[src/rtl/fetch_unit.sv]
`default_nettype none
// ============================================================================
//  Module   : fetch_unit
//  Purpose  : Instruction-fetch stage. Holds the PC and drives the instruction
//             memory address. Decodes 16/32-bit instruction length from the
//             first halfword and loads the IF/ID register. Supports a
//             boot-vector load, stall, branch redirect/flush and halt.
//  Ports    : clk, reset_b       - clock, synchronous active-low reset
//             imem_addr          - word address to instruction memory
//             imem_data          - {word[addr+1], word[addr]}, combinational
//             stall              - hold PC and IF/ID
//             branch_taken/target- redirect request and new PC
//             ifid_inst/pc/is_long/valid - IF/ID pipeline register
//             halted             - HLT fetched, fetching stopped
//  Revision : 1.0 - initial release
// ============================================================================
module fetch_unit #(
  parameter int                ADDR_W         = 32,
  parameter logic [ADDR_W-1:0] RESET_VEC_ADDR = '0,
  parameter int                LONG_BIT       = 15,
  parameter logic [4:0]        HLT_OPC        = 5'b00001
) (
  input  logic              clk,
  input  logic              reset_b,
  output logic [ADDR_W-1:0] imem_addr,
  input  logic [31:0]       imem_data,
  input  logic              stall,
  input  logic              branch_taken,
  input  logic [ADDR_W-1:0] branch_target,
  output logic [31:0]       ifid_inst,
  output logic [ADDR_W-1:0] ifid_pc,
  output logic              ifid_is_long,
  output logic              ifid_valid,
  output logic              halted
);

  localparam logic [1:0] S_BOOT = 2'd0;
  localparam logic [1:0] S_RUN  = 2'd1;
  localparam logic [1:0] S_HALT = 2'd2;

  logic [1:0]        r_state;
  logic [1:0]        w_state_nxt;
  logic [ADDR_W-1:0] r_pc;
  logic [31:0]       r_ifid_inst;
  logic [ADDR_W-1:0] r_ifid_pc;
  logic              r_ifid_is_long;
  logic              r_ifid_valid;

  logic [15:0]       w_h0;
  logic              w_long;
  logic              w_is_hlt;
  logic [ADDR_W-1:0] w_next_pc;
  logic [ADDR_W-1:0] w_boot_pc;
  logic              w_boot_load;
  logic              w_redirect;
  logic              w_fetch;
  logic              w_halt_hold;

  // Length/opcode decode of the word currently presented by memory.
  assign w_h0      = imem_data[15:0];
  assign w_long    = w_h0[LONG_BIT];
  assign w_is_hlt  = (w_h0[15:11] == HLT_OPC);
  assign w_next_pc = r_pc + (w_long ? ADDR_W'(2) : ADDR_W'(1));
  // The boot vector is the full 32-bit fetch word.
  assign w_boot_pc = ADDR_W'(imem_data);

  // State register
  always_ff @(posedge clk) begin
    if (!reset_b) begin
      r_state <= S_BOOT;
    end else begin
      r_state <= w_state_nxt;
    end
  end

  // Next-state logic: branch outranks stall, and only an unstalled,
  // unredirected fetch of HLT enters HALT.
  always_comb begin
    w_state_nxt = r_state;
    case (r_state)
      S_BOOT: w_state_nxt = S_RUN;
      S_RUN: begin
        if (!branch_taken && !stall && w_is_hlt) begin
          w_state_nxt = S_HALT;
        end
      end
      S_HALT: begin
        if (branch_taken) begin
          w_state_nxt = S_RUN;
        end
      end
      default: w_state_nxt = S_BOOT;
    endcase
  end

  // Output / control decode from state
  always_comb begin
    imem_addr   = r_pc;
    halted      = 1'b0;
    w_boot_load = 1'b0;
    w_redirect  = 1'b0;
    w_fetch     = 1'b0;
    w_halt_hold = 1'b0;
    case (r_state)
      S_BOOT: begin
        imem_addr   = RESET_VEC_ADDR;
        w_boot_load = 1'b1;
      end
      S_RUN: begin
        w_redirect = branch_taken;
        w_fetch    = !branch_taken && !stall;
      end
      S_HALT: begin
        halted      = 1'b1;
        w_redirect  = branch_taken;
        w_halt_hold = !branch_taken;
      end
      default: ;
    endcase
  end

  // PC and IF/ID register
  always_ff @(posedge clk) begin
    if (!reset_b) begin
      r_pc           <= '0;
      r_ifid_inst    <= '0;
      r_ifid_pc      <= '0;
      r_ifid_is_long <= 1'b0;
      r_ifid_valid   <= 1'b0;
    end else if (w_boot_load) begin
      r_pc <= w_boot_pc;
    end else if (w_redirect) begin
      // Flush the wrong-path instruction; the target is fetched next cycle.
      r_pc         <= branch_target;
      r_ifid_valid <= 1'b0;
    end else if (w_fetch) begin
      r_ifid_inst    <= w_long ? imem_data : {16'h0000, w_h0};
      r_ifid_pc      <= r_pc;
      r_ifid_is_long <= w_long;
      r_ifid_valid   <= 1'b1;
      r_pc           <= w_next_pc;
    end else if (w_halt_hold) begin
      r_ifid_valid <= 1'b0;
    end
  end

  assign ifid_inst    = r_ifid_inst;
  assign ifid_pc      = r_ifid_pc;
  assign ifid_is_long = r_ifid_is_long;
  assign ifid_valid   = r_ifid_valid;

endmodule
`default_nettype wire
[config.mk]
export PLATFORM = sky130hd
export DESIGN_NAME = fetch_unit
export DESIGN_NICKNAME = d
export VERILOG_FILES = /design/src/rtl/fetch_unit.sv
export SDC_FILE = /design/constraint.sdc
export NUM_CORES = 1
export LEC_CHECK = 0
export BUFFER_PORTS_ARGS = -buffer_cell sky130_fd_sc_hd__clkbuf_2
export CORE_MARGIN = 4
export CORE_UTILIZATION = 47
export DETAILED_ROUTE_END_ITERATION = 8
export PLACE_DENSITY_LB_ADDON = 0.1
export SLEW_MARGIN = 40
export SYNTH_ARGS = -nofsm -noshare
export SYNTH_HDL_FRONTEND = slang
export SYNTH_SLANG_ARGS = --single-unit
[constraint.sdc]
create_clock -name clk -period 6.2 [get_ports clk]
set_input_delay 0.31 -clock clk [delete_from_list [all_inputs] [get_ports clk]]
set_output_delay 0.31 -clock clk [all_outputs]
set_load 0.02 [all_outputs]
Word level (Yosys, flattened, before mapping):

Cells that the tools add are included.

* bits of input ports: 68
* bits in registers: 100
* output and inout bits: 99
* logic and storage cells: 42

* mux-type cells: 17
* equal/unequal tests: 5
* $add $sub $neg: 1
* bitwise operators: 2
* reductions and logical operators: 11

Operators with widths (count)
* $mux 32: 5
* $add 32x2->32: 1
* $mux 1: 8
* $mux 2: 3
* $pmux 2 s3: 1
* $reduce_bool 3->1: 2
* $eq 5x1->1 const B: 1
* $ne 2x2->1 const B: 2
* $reduce_and 2->1: 2
* $reduce_and 3->1: 1
* $eq 2x1->1 const B: 1
* $eq 2x2->1 const B: 1
* $logic_and 1x1->1: 2
* $logic_not 1->1: 2
* $logic_not 2->1: 1
* $not 1->1: 2
* $reduce_or 2->1: 1

Longest topological paths before layout:

* depth after elaboration: 6
* depth in mapped cells: 10

Worst setup path after synthesis:

OpenSTA, ideal clock, no wires.

* path kind: input-to-reg
* start: in imem_data[15]
* end: reg r_pc[28]
* setup slack: 3.653 ns
* arrival time: 2.461 ns
* cell stages on the path: 10
* path buffers: 1
* data required time: 6.114 ns
* cells stage by stage: inv_1 > ha_1 > inv_1 > fa_1 > and4b_4 > nand2_2 > or3_1 > buf_2 > or3_1 > a211oi_1

* longest elaborated chain between the ends: 5

Ends and longest elaborated chain
* from (decl): line 26 `input logic [31:0] imem_data,`
* $mux 2: line 63 `assign w_next_pc = r_pc + (w_long ? ADDR_W'(2) : ADDR_W'(1));`
* $add 32x2->32: line 63
* $mux 32: line 136 `end else if (w_fetch) begin`
* $mux 32: line 132 `end else if (w_redirect) begin`
* $mux 32: line 130 `end else if (w_boot_load) begin`
* to (signal assigned): line 131 `r_pc <= w_boot_pc;`
* to (signal assigned): line 134 `r_pc <= branch_target;`
* to (signal assigned): line 141 `r_pc <= w_next_pc;`
* to (decl): line 43 `logic [ADDR_W-1:0] r_pc;`

No other way between the ends. The select of a mux whose other input is x is not followed.
A chain may end at the register's enable or synchronous reset.

Worst setup path after layout:

* start: reg r_state[0]
* end: reg r_pc[28]

* longest elaborated chain between the ends: 5

Ends and longest elaborated chain
* from (decl): line 41 `logic [1:0] r_state;`
* from (signal assigned): line 72 `r_state <= w_state_nxt;`
* $eq 2x2->1 / $eq 2x1->1 (equally long branches): line 104 `case (r_state)`
* $reduce_or 2->1 (no line)
* $mux 1: line 104
* $mux 32: line 132
* $mux 32: line 130

Parallel ways exist; a longest one is shown, timed or not.

==> results_dict.tcl <==
set metrics [dict create \
    syn_to_final_growth_pct 20.6 \
    synth-seq-cells 99 \
    leakagePower_nw 2.33 \
    synth_area_leaders "dfxtp_1, nand2_1, a21oi_1" \
    mappedNetlistArea_um2 4930 \
    synth.distinct_cells 52 \
    fin_ws_ps 3170 \
    drv_cap 0 \
    ys.warnings.count 0 \
    cpMaxStageDelayCell "buf_4" \
    synth_edf_count 0 \
    die_w_um 110 \
    drc 0 \
    cp_num_buf_inv 3 \
    vias 5311 \
    grt_pass1_vias 5177 \
    cpLargestDelayFamily "simple AND/OR/NAND/NOR gates" \
    synth_nets 744 \
    whs_ps 179 \
    post_cts_resized 0 \
    use_met3 0.0564 \
    rows 37 \
    nFillCells 1038 \
    drtPass1Iterations 5 \
    grt_use_met1 0.357 \
    cp.required_ps 6480 \
    netlist_instances 669 \
    numCtsBuffers 9 \
    setup_viol_count_final 0 \
    multi_input_area_um2 2710 \
    hold_class "primary input to register" \
    numPortBuffers 166 \
    first_iter_violations 430 \
    netlist.area_leader.share 0.402 \
    crit_type "register to register" \
    drv_slew 0 \
    fin_crit_ps 3030 \
    core_area_um2 10300 \
    initial_core_util 0.480 \
    final-hold-violation-count 0 \
    skew_ps 10.4 \
    slew_headroom 0.481 \
    io_pins 167 \
    clk_pin_slew_ps 100 \
    post_cts.repair.setup_buffers 0 \
    routed_wirelength_um 16200 \
    cp.arrival_ps 3300 \
    die_y_um 110 \
    clock_sinks 99 \
    clockRootBuffer "clkbuf_8" \
    async_flop_share 0 \
    grt_start_max_net_pins 66 \
    worst-path-max-fanout 56 \
    final.period_utilization 0.488 \
    antenna_found_initial 0 \
    grtUsageMet2 0.400 \
    synth_area_leader_cell "dfxtp_1" \
    synth_flop_cell "dfxtp_1" \
    hpwl_um 11700 \
    end_kind "register" \
    final.setup.tns_ps 0 \
    syn_area_per_cell_um2 7.37 \
    antenna_left 0 \
    grt_use_total 0.256 \
    grt_setup_unrepaired "false" \
    clk_path_buf_depth 2 \
    seq_area_um2 1980 \
    cp-start-kind "register" \
    cp_cell_sequence "inv_1, ha_2, buf_4, a21oi_1, buf_4, nand2_1, nand2_1, or3_1, a211oi_1" \
    yosysMostFrequentCell "nand2_1" \
    status "complete, no violations" \
    grt_first_pass_wirelength_um 26100 \
    grt-ovfl-total 0 \
    max_stage_delay_ps 560 \
    yosys-top-cells-count "nand2_1, a21oi_1, dfxtp_1" \
    die_area_um2 12200 \
    postCtsHoldBufs 0 \
    gp_congestion 0.899 \
    avgRoutedWirePerCell_um 17.3 \
    clock_latency_ps 360 \
    post-route-util 0.579 \
    powerDensity_nw_per_um2 233 \
    antenna_cells 0 \
    htree_levels 3 \
    dpl_worst_slack_ps 3000 \
    cts_tree "done" \
    tightest_slew_ps 777 \
    grt_busiest_layer "met2" \
    fin_nets 873 \
    via_per_inst 5.66 \
    seq_area_frac_synth 0.402 \
    total_power_mw 1.39 \
    layout-drive-gt1-share 0.243 \
    vdd_drop_max_v 0.000154 \
    fmax_mhz 330 \
]
metrics by stage:
step / cells / instance area, µm²
2_1_floorplan: 669 / 4930
3_3_place_gp: 923 / 5760
3_5_place_dp: 923 / 5770
4_1_cts: 939 / 5950
5_1_grt: 939 / 5950
6_report: 939 / 5950
routing by layer:
metal,wire length [µm],vias up
met5,0,-
met4,230,0
met3,1310,20
met2,7300,227
met1,7370,2476
li1,-,2588
cells in the final DEF (no fill, tap or decap), types with 6 or more instances in the layout:
| cell | instances |
|---|---|
| clkbuf_2 | 166 |
| nor2_1 | 22 |
| nor2b_1 | 29 |
| or3_1 | 9 |
| dfxtp_1 | 99 |
| o21ai_0 | 23 |
| clkbuf_8 | 10 |
| nand3_1 | 31 |
| nor3_1 | 12 |
| nand4_1 | 10 |
| a21oi_1 | 100 |
| a31oi_1 | 8 |
| o211ai_1 | 8 |
| inv_1 | 7 |
| a211oi_1 | 9 |
| nand2_1 | 155 |
| and3_1 | 7 |
| nor4_1 | 8 |
| and2_1 | 6 |
| o21ai_1 | 13 |
layout make-up:
| class | count | area share |
|---|---|---|
| Clock buffer | 12 | 0.0244 |
| Clock inverter | 4 | 0.00568 |
| Inverter | 9 | 0.00568 |
| Multi-Input combinational cell | 508 | 0.456 |
| Sequential cell | 99 | 0.333 |
| Tap cell | 136 | 0.0286 |
| Timing Repair Buffer | 171 | 0.146 |
power by group:
part           switching, mW  total (mW)  internal [mW]
combinational          0.183       0.282         0.0987
sequential            0.0439       0.710          0.666
clock                  0.235       0.397          0.162
flip-flops by register name, indices dropped and copies added, names as in the netlist:
signal / count
r_pc: 32
ifid_inst: 32
r_state: 2
ifid_pc: 32
ifid_valid: 1
worst register-to-register path, cell delays in order, from the launching register on:
cell	delay, ps
dfxtp_1	360
inv_1	100
ha_2	380
buf_4	560
a21oi_1	90
buf_4	220
nand2_1	560
nand2_1	130
or3_1	340
a211oi_1	220
worst paths after layout:
path	depth (start not counted)	to	slack, ps	startpoint
setup / recovery	9	r_pc[28]	3170	r_state[0]
setup reg to reg	9	r_pc[28]	3170	r_state[0]
hold / removal	3	ifid_inst[0]	180	imem_data[0]
hold reg to reg	2	ifid_pc[20]	460	ifid_pc[20]
cells by family after synthesis:
group,Yosys count,synth area share
compound gates,186,0.217
xor+xnor,7,0.0124
fa+ha+maj,7,0.0193
buf+inv,62,0.0513
flops,99,0.402
mux,4,0.00812
simple gates,304,0.289
No activity file was read; power rests on OpenSTA's default activity.
